===== config.mk =====
export PLATFORM = sky130hd
export DESIGN_NAME = ram_port_arbiter
export DESIGN_NICKNAME = d
export VERILOG_FILES = /design/src/rtl/ram_port_arbiter.sv
export SDC_FILE = /design/constraint.sdc
export NUM_CORES = 1
export LEC_CHECK = 0
export CAP_MARGIN = 20
export CORE_MARGIN = 4
export CORE_UTILIZATION = 40
export CTS_BUF_LIST = sky130_fd_sc_hd__clkbuf_8
export CTS_CLUSTER_SIZE = 14
export DETAILED_ROUTE_END_ITERATION = 7
export PLACE_DENSITY = 0.89
export SKIP_LAST_GASP = 1
export SYNTH_ARGS = -nofsm -noshare
export SYNTH_HDL_FRONTEND = slang
export SYNTH_SLANG_ARGS = --single-unit

===== constraint.sdc =====
create_clock -name clk -period 6.74 [get_ports clk]
set_input_delay 2.022 -clock clk [delete_from_list [all_inputs] [get_ports clk]]
set_output_delay 2.022 -clock clk [all_outputs]
set_load 0.05 [all_outputs]

===== src/rtl/ram_port_arbiter.sv =====
// ram_port_arbiter
// Shares one single-port simulation RAM between the instruction-fetch master
// and the data load/store master. One master is granted at a time; byte
// addresses become word indices, WAIT_CYCLES busy cycles are inserted per
// access and read data is registered per port.
//
// Ports:
//   clk, resetn                      clock, synchronous active-low reset
//   i_address/i_read                 instruction master request
//   i_waitrequest/i_readdata/i_error instruction master response
//   d_address/d_read/d_write/d_writedata  data master request
//   d_waitrequest/d_readdata/d_error      data master response
//   mem_address/mem_read/mem_write/mem_writedata/mem_readdata  RAM side
//
// Build option: ARB_ROUND_ROBIN_EN selects round-robin on ties; without it
// the data master always wins a tie.
//
// state | meaning
// IDLE  | no access in flight; arbitrate and check the winner's address
// BUSY  | RAM access in progress, cnt counts down the wait states
// DONE  | owner's waitrequest drops for one cycle; error pulses if rejected
module ram_port_arbiter #(
    parameter int ADDR_WIDTH  = 11,
    parameter int WAIT_CYCLES = 1
) (
    input  logic        clk,
    input  logic        resetn,
    input  logic [31:0] i_address,
    input  logic        i_read,
    output logic        i_waitrequest,
    output logic [31:0] i_readdata,
    output logic        i_error,
    input  logic [31:0] d_address,
    input  logic        d_read,
    input  logic        d_write,
    input  logic [31:0] d_writedata,
    output logic        d_waitrequest,
    output logic [31:0] d_readdata,
    output logic        d_error,
    output logic [31:0] mem_address,
    output logic        mem_read,
    output logic        mem_write,
    output logic [31:0] mem_writedata,
    input  logic [31:0] mem_readdata
);

    localparam logic [1:0] S_IDLE = 2'd0;
    localparam logic [1:0] S_BUSY = 2'd1;
    localparam logic [1:0] S_DONE = 2'd2;

    localparam logic OWN_I = 1'b0;
    localparam logic OWN_D = 1'b1;

    logic [1:0]            state;
    logic                  owner;
    logic                  last_grant;
    logic                  rejected;
    logic [3:0]            cnt;
    logic [31:0]           i_rdata_q;
    logic [31:0]           d_rdata_q;

    logic                  i_req;
    logic                  d_req;
    logic                  grant_d;
    logic [31:0]           req_addr;
    logic                  req_ok;
    logic [31:0]           own_addr;
    logic                  own_write;
    logic [ADDR_WIDTH-1:0] own_word;

    function automatic logic addr_ok(input logic [31:0] a);
        return (a[1:0] == 2'b00) && ((a >> (ADDR_WIDTH + 2)) == 32'd0);
    endfunction

    assign i_req = i_read;
    assign d_req = d_read | d_write;

`ifdef ARB_ROUND_ROBIN_EN
    // On a tie the master that was not served last wins.
    assign grant_d = d_req && (!i_req || (last_grant == OWN_I));
`else
    assign grant_d = d_req;
    // last_grant is kept up to date so both builds share one register map.
    logic unused_last_grant;
    assign unused_last_grant = last_grant;
`endif

    assign req_addr  = grant_d ? d_address : i_address;
    assign req_ok    = addr_ok(req_addr);
    assign own_addr  = (owner == OWN_D) ? d_address : i_address;
    // Read and write together on the data port counts as a write.
    assign own_write = (owner == OWN_D) && d_write;
    assign own_word  = own_addr[ADDR_WIDTH+1:2];

    always_comb begin
        mem_address   = 32'd0;
        mem_writedata = 32'd0;
        mem_read      = 1'b0;
        mem_write     = 1'b0;
        if (state == S_BUSY) begin
            mem_address = {{(32-ADDR_WIDTH){1'b0}}, own_word};
            if (owner == OWN_D) begin
                mem_writedata = d_writedata;
            end
            mem_read  = !own_write;
            // Only the last busy cycle strobes the write, so a store lands once.
            mem_write = own_write && (cnt == 4'd0);
        end
    end

    assign i_waitrequest = i_req && !((state == S_DONE) && (owner == OWN_I));
    assign d_waitrequest = d_req && !((state == S_DONE) && (owner == OWN_D));
    assign i_error       = (state == S_DONE) && (owner == OWN_I) && rejected;
    assign d_error       = (state == S_DONE) && (owner == OWN_D) && rejected;
    assign i_readdata    = i_rdata_q;
    assign d_readdata    = d_rdata_q;

    always_ff @(posedge clk) begin
        if (!resetn) begin
            state      <= S_IDLE;
            owner      <= OWN_I;
            last_grant <= OWN_I;
            rejected   <= 1'b0;
            cnt        <= 4'd0;
            i_rdata_q  <= 32'd0;
            d_rdata_q  <= 32'd0;
        end else begin
            case (state)
                S_IDLE: begin
                    if (i_req || d_req) begin
                        owner <= grant_d;
                        cnt   <= 4'(WAIT_CYCLES - 1);
                        if (req_ok) begin
                            rejected <= 1'b0;
                            state    <= S_BUSY;
                        end else begin
                            // Rejected reads return zero; no RAM strobe at all.
                            rejected <= 1'b1;
                            state    <= S_DONE;
                            if (grant_d) begin
                                if (!d_write) begin
                                    d_rdata_q <= 32'd0;
                                end
                            end else begin
                                i_rdata_q <= 32'd0;
                            end
                        end
                    end
                end
                S_BUSY: begin
                    if (cnt == 4'd0) begin
                        if (!own_write) begin
                            if (owner == OWN_D) begin
                                d_rdata_q <= mem_readdata;
                            end else begin
                                i_rdata_q <= mem_readdata;
                            end
                        end
                        state <= S_DONE;
                    end else begin
                        cnt <= cnt - 4'd1;
                    end
                end
                S_DONE: begin
                    last_grant <= owner;
                    state      <= S_IDLE;
                end
                default: begin
                    state <= S_IDLE;
                end
            endcase
        end
    end

endmodule


; Word level (Yosys, flattened, before mapping)
; Cells that the tools add are included.
[totals]
mem_bits_ro = 0
latchBits = 0
mem_bits_rw = 0
word_cells = 74
regBits = 72
inputBits = 133
n_memories = 0
[classes]
n_addsub = 1
n_eq_ne = 12
div_mod_pow = 0
n_bitwise = 2
n_reduce_logical = 23
order_cmp = 0
n_mul = 0
shift = 0
n_mux = 30
[op_table]
columns = op, count
row1 = 32-bit 2-to-1 mux, 16
row2 = 32-bit one-hot mux with 2 select lines, 2
row3 = 32-bit zero test, 1
row4 = "2-bit inequality test, second input constant", 9
row5 = 13-bit 2-to-1 mux, 1
row6 = 11-bit 2-to-1 mux, 1
row7 = 1-bit logical AND, 9
row8 = 4-bit 2-to-1 mux, 2
row9 = 4-bit one-hot mux with 2 select lines, 1
row10 = 8-bit AND reduction, 1
row11 = 7-bit AND reduction, 1
row12 = 2-bit 2-to-1 mux, 3
row13 = 2-bit zero test, 2
row14 = 4-bit zero test, 1
row15 = 2-bit one-hot mux with 2 select lines, 1
row16 = 2-bit AND reduction, 2
row17 = "4-bit by 1-bit subtractor with 4-bit output, second input constant", 1
row18 = 1-bit zero test, 3
row19 = 1-bit 2-to-1 mux, 3
row20 = 3-bit AND reduction, 1
row21 = "2-bit by 1-bit == test with 1-bit output, second input constant", 1
row22 = "2-bit == test, second input constant", 1
row23 = "2-bit by 1-bit inequality test with 1-bit output, second input constant", 1
row24 = 2-bit nonzero test, 1
row25 = other kinds (3), 3

; Logic depth before layout (Yosys ltp)
; Gate-level depths: netlist of the first run.
[logic_depth]
depth_word = 7
depth_mapped = 8

; Least setup slack after synthesis of the first run
; Ideal clock, no wire load.
[synth_path]
kind = input port to output port
start = input port i_read
end = output port i_waitrequest
slack_ns = 1.557
required_ns = 4.718
arrival_time_ns = 3.161
stages = 1
path_cell_list = a21boi_0
[synth_via]
elab_chain_len = 1
[synth_rtl]
columns = item, line
row1 = from (decl), 29  ; input logic i_read,
row2 = 1-bit logical AND, 111  ; assign i_waitrequest = i_req && !((state == S_DONE) && (owner == OWN_I));
row3 = to (decl), 30  ; output logic i_waitrequest,
; No other way between the ends.

; Worst setup path after layout of the first run
[layout_path]
start = input port d_write
end = output port d_waitrequest
[layout_via]
elab_chain_len = 2
[layout_rtl]
columns = item, line
row1 = from (decl), 35  ; input logic d_write,
row2 = 1-bit bitwise OR, 76  ; assign d_req = d_read | d_write;
row3 = 1-bit logical AND, 112  ; assign d_waitrequest = d_req && !((state == S_DONE) && (owner == OWN_D));
row4 = to (decl), 37  ; output logic d_waitrequest,
; No other way between the ends.

==> results_dict.tcl, run 1 <==
set metrics [dict create \
    status "finished, final reports clean" \
    routabilityCongestion 0.915 \
    numPortBuffers 245 \
    hold-path-cell-count 2 \
    tns_ps 0 \
    pre_cts_slack_ps 969 \
    clkLatencyLatePin_ps 340 \
    nNetsFinal 841 \
    grt_antenna_before_repair 0 \
    crit_path_cell_trace "clkdlybuf4s50_1 -> nor2_1 -> a21oi_1 -> clkdlybuf4s50_1" \
    htree_levels 3 \
    rows 36 \
    cts-buffers-inserted 9 \
    dp_hpwl_um 11500 \
    synth-xor-area-share_pct 0.660 \
    tightest_slew_ps 821 \
    cp_slowest_stage_delay_ps 820 \
    cp.arrival_ps 3770 \
    routed_wl_um 14800 \
    hold_buffers 0 \
    grt-ovfl-total 0 \
    synth-compound-area-share_pct 12.1 \
    avgRoutedWirePerCell_um 17.6 \
    synth_simple_gate_area_share_pct 21.6 \
    worstSetupPathType "in2out" \
    netlist_instances 476 \
    fmax_mhz 173 \
    syn_area_per_cell_um2 8.37 \
    synth_top_family_by_area "simple AND/OR/NAND/NOR gates" \
    drc 0 \
    crit_path_start "d_write" \
    leakage_nw 2.67 \
    synth-seq-cells 72 \
    grt_pass1_vias 4296 \
    ys_seq_area_share_pct 36.2 \
    hp-class "reg2reg" \
    post_cts_resized 0 \
    synthAdderAreaFrac_pct 0.628 \
    drt-initial-drc-count 153 \
    grtUsageTotal_pct 24.4 \
    synthesis.area_um2 3980 \
    finalSetupViolCount 0 \
    fp.dieH_um 108 \
    grt_max_degree 69 \
    clockBufferDepth 2 \
    core_area_um2 9730 \
    post-route-period-util_pct 86.0 \
    vias_per_cell 5.00 \
    cp-end-kind "output port" \
    met2_usage_pct 44.0 \
    period_minus_slack_ps 5790 \
    synth_common_cells "nand2_1, dfxtp_1, mux2i_1, and3_1" \
    slew_violations 0 \
    cpMostUsedCell "clkdlybuf4s50_1" \
    maxCapViolations 0 \
    yosys.cell_types.count 36 \
    path_max_fanout 5 \
    synth_top_flop_cell "dfxtp_1" \
    fin_skew_ps 14.7 \
    yosysMostFrequentCell "nand2_1" \
    fp.dieW_um 108 \
    slew_headroom_pct 45.2 \
    firstDrtPassIters 4 \
    pin_count 267 \
    rsz0062_at_grt "no" \
    vias 4222 \
    cts_root_buf "clkbuf_8" \
    cts_tree "yes" \
    ys_warn_count 0 \
    drive_gt1_share_pct 8.72 \
    use_met3_pct 6.06 \
    setup_slack_ps 947 \
    ff2ff_path_depth 6 \
    synth.area.mux_share_pct 19.8 \
    area_growth_pct 66.7 \
    synth-edff-count 0 \
    min_from "i_readdata[10]$_SDFFE_PN0P_" \
    ant_nets 0 \
    yosysTopAreaCellShare_pct 36.2 \
    ys_top_cells_by_area "dfxtp_1, mux2i_1, nand2_1" \
    critPathSlowestCell "clkdlybuf4s50_1" \
    yosysTopAreaCell "dfxtp_1" \
    r2r_start "state[0]$_SDFFE_PN0P_" \
    initial_core_util_pct 40.9 \
    diodes 0 \
    dieArea_um2 11600 \
    cp-start-kind "primary input" \
    path_clk_slew_ps 80 \
    p_total_mw 0.940 \
    powerDensity_nw_per_um2 142 \
    grt_busiest_layer "met2" \
    async_flop_share_pct 0 \
    grt_pass1_wl_um 22000 \
    cts_sinks 72 \
    peakVddDrop_mv 0.107 \
    hold_viol_final 0 \
    required_ps 4720 \
    grt_use_met1_pct 28.7 \
    post_cts_buffers 0 \
]
[flip-flops by register name, indices dropped and copies added, names as in the netlist]
register	count
d_readdata	32
i_readdata	32
rejected	1
state	2
owner	1
cnt	4
[area by class of cell]
| type | count | area, µm² |
|---|---|---|
| fillers | 784 | 3090 |
| repair buffers | 253 | 2530 |
| multi-input cells | 365 | 2280 |
| flip-flops and latches | 72 | 1440 |
| well taps | 133 | 166 |
| clock buffers | 9 | 124 |
| clock inverters | 7 | 80.1 |
| inverters | 5 | 18.8 |
[worst max-delay path, delay by kind of cell]
kind,cells,cell delay [ps]
buffers and inverters,2,1440
AND/OR/NAND/NOR,1,160
AO/OA/AOI/OAI,1,140
[through the flow]
| stage | util, % | hold WS (ps) | instances | instance area (µm²) |
|---|---|---|---|---|
| 2_1_floorplan | - | 446 | 496 | 4060 |
| 3_3_place_gp | 65.8 | 457 | 826 | 6400 |
| 3_5_place_dp | 65.8 | 462 | 826 | 6400 |
| 4_1_cts | 67.9 | 487 | 842 | 6610 |
| 5_1_grt | 68.3 | 506 | 844 | 6640 |
| 6_report | 68.3 | 484 | 844 | 6640 |
[layout by cell type (no fill, tap or decap), types with 2 or more instances in the layout]
cell type,synthesis,routed
nand3_1,4,4
nor2b_1,3,3
ha_1,2,2
or4_1,2,2
dfxtp_1,72,72
a31oi_1,2,2
nor4_1,8,8
nand2b_1,2,2
conb_1,1,21
o21ai_0,32,32
a21o_1,32,32
mux2i_1,43,43
nand2_1,103,103
nor3_1,4,4
and3_1,33,33
nand4_1,2,2
inv_1,5,5
a21oi_1,5,4
clkbuf_8,0,9
xnor2_1,2,2
buf_4,21,6
clkinv_4,0,2
o31ai_1,2,2
nor2_1,24,23
clkdlybuf4s50_1,0,244
mux2_2,32,32
[kinds of logic after synthesis]
| kind of cell | count (synthesis) |
|---|---|
| xor gates and xnor gates | 3 |
| DFF | 72 |
| AOI/OAI and AO/OA | 76 |
| buffers and inverters | 59 |
| and+or+nand+nor | 188 |
| muxes | 75 |
| other | 1 |
| adders and majority gates | 2 |
[power by group]
group | internal, mW | total [mW] | leakage [nW] | switching [mW]
sequential | 0.427 | 0.429 | 0.581 | 0.00199
clock | 0.175 | 0.350 | 0.102 | 0.175
combinational | 0.0860 | 0.162 | 1.98 | 0.0756
[layer usage]
metal / vias up / share of wire (%)
li1: 2058 / -
met1: 1978 / 40
met2: 163 / 51
met3: 23 / 7.2
met4: 0 / 1.7
met5: - / 0
[worst paths after layout]
| kind | slack, ps | end |
|---|---|---|
| min reg2reg | 480 | i_readdata[10]$_SDFFE_PN0P_ |
| min | 480 | i_readdata[10]$_SDFFE_PN0P_ |
| max reg2reg | 4480 | cnt[3]$_SDFFE_PN0P_ |
| max | 950 | d_waitrequest |
Power figures use the tool's default switching activity.
==> run 2: changes to the inputs <==
--- a/config.mk
+++ b/config.mk
@@ -6,12 +6,14 @@
 export NUM_CORES = 1
 export LEC_CHECK = 0
 export CAP_MARGIN = 20
-export CORE_MARGIN = 4
-export CORE_UTILIZATION = 40
+export CORE_AREA = 4 4 101 103
 export CTS_BUF_LIST = sky130_fd_sc_hd__clkbuf_8
 export CTS_CLUSTER_SIZE = 14
 export DETAILED_ROUTE_END_ITERATION = 7
-export PLACE_DENSITY = 0.89
+export DIE_AREA = 0 0 105 107
+export DONT_BUFFER_PORTS = 1
+export PLACE_DENSITY = 0.54
+export RECOVER_POWER = 100
 export SKIP_LAST_GASP = 1
 export SYNTH_ARGS = -nofsm -noshare
 export SYNTH_HDL_FRONTEND = slang
==> run 2 against run 1 <==
Compared with the run above: worst setup slack better by 640 ps; sequential share of layout area grew 13 points; power down 10%; critical path depth decreased by 1; combinational power down 56%.
==> results_dict.tcl, run 2 (synthesis gave the netlist of run 1 again) <==
set metrics [dict create \
    status "finished, final reports clean" \
    rows 35 \
    post_cts_buffers 0 \
    rsz0062_at_grt "no" \
    stdcell_count 575 \
    pre_cts_slack_ps 1820 \
    period_minus_slack_ps 5150 \
    nNetsFinal 595 \
    whs_ps 473 \
    mostFrequentLayoutCell "nand2_1" \
    maxCapViolations 0 \
    grtUsageTotal_pct 20.9 \
    routabilityCongestion 0.891 \
    pwr-share-comb_pct 8.5 \
    vias_per_cell 5.82 \
    tns_ps 0 \
    grt_pass1_wl_um 18500 \
    multi_input_area_um2 2280 \
    swShare_pct 26.2 \
    grt_max_degree 69 \
    clkLatencyLatePin_ps 340 \
    slew_violations 0 \
    avgRoutedWirePerCell_um 21.1 \
    crit_path_cell_trace "clkbuf_1 -> inv_1 -> a21boi_1" \
    path_max_fanout 39 \
    fp.dieH_um 107 \
    hold_buffers 0 \
    ant_nets 0 \
    crit_cells 3 \
    path_clk_slew_ps 80 \
    hold_viol_final 0 \
    grt-ovfl-total 0 \
    drc 0 \
    htree_levels 3 \
    crit_buf_inv 2 \
    cts_tree "yes" \
    fp.dieW_um 105 \
    fmax_mhz 194 \
    cp_slowest_stage_delay_ps 950 \
    tightest_slew_ps 1260 \
    dieArea_um2 11200 \
    final_area_um2 4140 \
    leakage_nw 1.75 \
    ff2ff_path_depth 7 \
    final_cell_mix "nand2_1, dfxtp_1, mux2i_1" \
    peakVddDrop_mv 0.0989 \
    worstSetupPathType "reg2out" \
    drt-initial-drc-count 155 \
    crit_family "buffers and inverters" \
    p_seq_share_pct 51.0 \
    slew_headroom_pct 16.0 \
    grt_antenna_before_repair 0 \
    grt_pass1_vias 3206 \
    fillers 922 \
    finalSetupViolCount 0 \
    vias 3348 \
    routed_wl_um 12100 \
    core_area_um2 9200 \
    area_growth_pct 3.86 \
    cts_root_buf "clkbuf_8" \
    cts_sinks 72 \
    dp.cells 560 \
    post_cts_resized 0 \
    fin_skew_ps 17.0 \
    placed_area_um2 3970 \
    dp_hpwl_um 9280 \
    firstDrtPassIters 5 \
    pin_count 267 \
    regArea_um2 1440 \
    p_sw_mw 0.221 \
    hp-class "reg2reg" \
    cts-buffers-inserted 9 \
    powerDensity_nw_per_um2 204 \
    required_ps 4720 \
    cp-end-kind "output port" \
    hold-path-cell-count 2 \
    cp.arrival_ps 3130 \
    clockBufferDepth 2 \
    cp-start-kind "flip-flop" \
    diodes 0 \
    post-route-period-util_pct 76.4 \
    drive_gt1_share_pct 12.1 \
    initial_core_util_pct 43.3 \
    setup_slack_ps 1590 \
    numPortBuffers 0 \
    p_int_mw 0.624 \
    critPathSlowestCell "clkbuf_1" \
    clockPowerShare_pct 40.6 \
]
## run 2: cell count changes in the layout (fill, tap and decap cells not counted), moves of 2 or more
cell,previous run,this run
buf_4,6,3
clkdlybuf4s50_1,244,0
clkbuf_1,0,3
clkinv_4,2,0
## run 2: path summary, 6_finish.rpt
path	from	endpoint	slack, ps
worst max-delay path	owner$_SDFFE_PN0P_	i_waitrequest	1590
worst min-delay path	rejected$_SDFFE_PN0P_	rejected$_SDFFE_PN0P_	470
worst max register to register	owner$_SDFFE_PN0P_	i_readdata[18]$_SDFFE_PN0P_	3760
worst min register to register	rejected$_SDFFE_PN0P_	rejected$_SDFFE_PN0P_	470
## run 2: power by group through the flow
stage | Sequential (mW) | Clock, mW | Combinational, mW
after floorplan | 0.438 | 0 | 0.0789
after global placement | 0.440 | 0 | 0.0694
after detailed placement | 0.441 | 0 | 0.0713
after CTS | 0.430 | 0.357 | 0.0713
after global routing | 0.431 | 0.376 | 0.0756
final | 0.431 | 0.343 | 0.0714
## run 2: layout make-up
cell class,count,area share [%]
Sequential cell,72,34.8
Multi-Input combinational cell,365,55.2
Clock inverter,5,1.36
Clock buffer,10,3.33
Inverter,5,0.454
Timing Repair Buffer,7,1.48
Tap cell,111,3.36
## run 2: per-layer routing
metal | part of all wire (%) | global-route usage, % | up-vias
met3 | 14 | 12.2 | 12
met1 | 39 | 24.8 | 1582
li1 | - | - | 1570
met5 | 0 | 0 | -
met4 | 0.78 | 4.31 | 0
met2 | 46 | 32.8 | 184
## run 2: worst reg2reg max path, stage by stage (launching register included)
cell and delay [ps]:
dfxtp_1 630, clkbuf_1 950, inv_1 340, nand3_1 220, a21oi_4 180, buf_16 220
mux2_2 240, o21ai_0 60
## run 2: through the flow
stage / power (mW) / utilization, %
after floorplan: 0.517 / -
after global placement: 0.510 / 42.7
after detailed placement: 0.512 / 43.2
after CTS: 0.859 / 45.3
after global routing: 0.882 / 45.0
final: 0.845 / 45.0
==> run 3: changes to the inputs <==
--- a/config.mk
+++ b/config.mk
@@ -12,7 +12,7 @@
 export DETAILED_ROUTE_END_ITERATION = 7
 export DIE_AREA = 0 0 105 107
 export DONT_BUFFER_PORTS = 1
-export PLACE_DENSITY = 0.54
+export PLACE_DENSITY = 0.56
 export RECOVER_POWER = 100
 export SKIP_LAST_GASP = 1
 export SYNTH_ARGS = -nofsm -noshare
==> constraint.sdc (replaced) <==
create_clock -name clk -period 4.4 [get_ports clk]
set_input_delay 1.32 -clock clk [delete_from_list [all_inputs] [get_ports clk]]
set_output_delay 1.32 -clock clk [all_outputs]
set_load 0.05 [all_outputs]
==> run 3 against run 2 <==
Compared with the run above: worst setup slack worse by 620 ps; power rose by 65%; sequential power rose by 53%; first-iteration DRC count up 17%; die area unchanged; critical path depth rose by 3; critical path type is now in2reg; cell count rose by 3.5%; clock skew shrank 3.1 ps; clock-buffer cell count decreased by 1.
==> results_dict.tcl, run 3 (synthesis gave the netlist of run 1 again) <==
set metrics [dict create \
    status "finished, final reports clean" \
    dp_hpwl_um 9580 \
    fp.dieW_um 105 \
    rsz0062_at_grt "no" \
    path_clk_slew_ps 80 \
    tns_ps 0 \
    cts-buffers-inserted 9 \
    worstSetupPathType "in2reg" \
    drc 0 \
    grt-ovfl-total 0 \
    grt_antenna_before_repair 3 \
    maxCapViolations 0 \
    hold_viol_final 0 \
    final_cell_mix "nand2_1, dfxtp_1, mux2i_1" \
    core_area_um2 9200 \
    critPathSlowestCell "or4_1" \
    tightest_slew_ps 928 \
    firstDrtPassIters 4 \
    post_cts_buffers 0 \
    cpMostUsedCell "or4_1" \
    cp-start-kind "primary input" \
    path_max_fanout 22 \
    fmax_mhz 292 \
    post-route-period-util_pct 77.9 \
    drive_gt1_share_pct 12.3 \
    initial_core_util_pct 43.3 \
    routed_wl_um 12400 \
    numPortBuffers 0 \
    hold_buffers 0 \
    mostFrequentLayoutCell "nand2_1" \
    slew_headroom_pct 38.1 \
    nNetsFinal 612 \
    fillers 919 \
    finalSetupViolCount 0 \
    ant_nets 0 \
    post_cts_resized 0 \
    crit_path_cell_trace "or4_1 -> or4_1 -> o22ai_1 -> nand2_1 -> clkbuf_1 -> o21ai_0" \
    pin_count 267 \
    dieArea_um2 11200 \
    area_growth_pct 6.82 \
    cp-end-kind "flip-flop" \
    fin_skew_ps 13.8 \
    final_area_um2 4260 \
    drt-initial-drc-count 181 \
    leakage_nw 1.80 \
    grtUsageTotal_pct 21.1 \
    required_ps 4650 \
    peakVddDrop_mv 0.198 \
    period_minus_slack_ps 3430 \
    whs_ps 484 \
    slew_violations 0 \
    cp_slowest_stage_delay_ps 490 \
    cp.arrival_ps 3680 \
    clockBufferDepth 2 \
    fp.dieH_um 107 \
    grt_pass1_wl_um 18400 \
    routabilityCongestion 0.938 \
    cts_sinks 72 \
    vias_per_cell 5.64 \
    htree_levels 3 \
    avgRoutedWirePerCell_um 20.9 \
    hp-class "reg2reg" \
    grt_pass1_vias 3137 \
    cts_tree "yes" \
    powerDensity_nw_per_um2 327 \
    clkLatencyLatePin_ps 340 \
    vias 3356 \
    grt_max_degree 69 \
    placed_area_um2 4080 \
    rows 35 \
    cts_root_buf "clkbuf_8" \
]
[run 3: changes by cell type in the layout (fill, tap and decap cells not counted), moves of 2 or more]
| cell | delta |
|---|---|
| clkbuf_1 | +12 |
| buf_4 | +5 |
| diode_2 | +3 |
| bufinv_16 | +2 |
| clkinv_2 | -2 |
[run 3: critical path: cells and delay by family]
| family | cells | cell delay, ps |
|---|---|---|
| compound gates | 2 | 610 |
| buf+inv | 1 | 490 |
| simple gates | 3 | 1240 |
[run 3: through the flow]
| step | cells | setup WS, ps | utilization, % | power, mW |
|---|---|---|---|---|
| after global routing | 595 | 757 | 46.3 | 1.44 |
| after floorplan | 496 | 621 | - | 0.792 |
| final | 595 | 973 | 46.3 | 1.39 |
| after global placement | 577 | 979 | 44.4 | 0.785 |
| after CTS | 592 | 1090 | 46.9 | 1.41 |
| after detailed placement | 577 | 926 | 44.4 | 0.785 |
[run 3: worst paths after layout]
check | slack (ps) | cells past startpoint | startpoint | end
min | 480 | 2 | rejected$_SDFFE_PN0P_ | rejected$_SDFFE_PN0P_
min reg2reg | 480 | 2 | rejected$_SDFFE_PN0P_ | rejected$_SDFFE_PN0P_
max reg2reg | 1970 | 6 | state[0]$_SDFFE_PN0P_ | i_readdata[15]$_SDFFE_PN0P_
max | 970 | 6 | d_address[13] | i_readdata[7]$_SDFFE_PN0P_
[run 3: report_power, final]
group          internal, mW  switching (mW)  total, mW
clock                 0.373           0.248      0.621
sequential            0.654         0.00582      0.659
combinational        0.0271          0.0826      0.110
[run 3: final cells by class]
class / instances / area [µm²] / area share [%]
Multi-Input combinational cell: 365 / 2280 / 53.5
Timing Repair Buffer: 24 / 136 / 3.20
Clock buffer: 9 / 124 / 2.91
Clock inverter: 6 / 110 / 2.59
Antenna cell: 3 / 7.51 / 0.176
Tap cell: 111 / 139 / 3.26
Inverter: 5 / 18.8 / 0.441
Sequential cell: 72 / 1440 / 33.9
[run 3: per-layer routing]
layer	up-vias	track usage, %	wire [µm]
met1	1559	25.0	4800
met4	2	7.97	270
met5	-	6.19	88
met2	172	31.1	5510
li1	1605	-	-
met3	18	12.0	1770
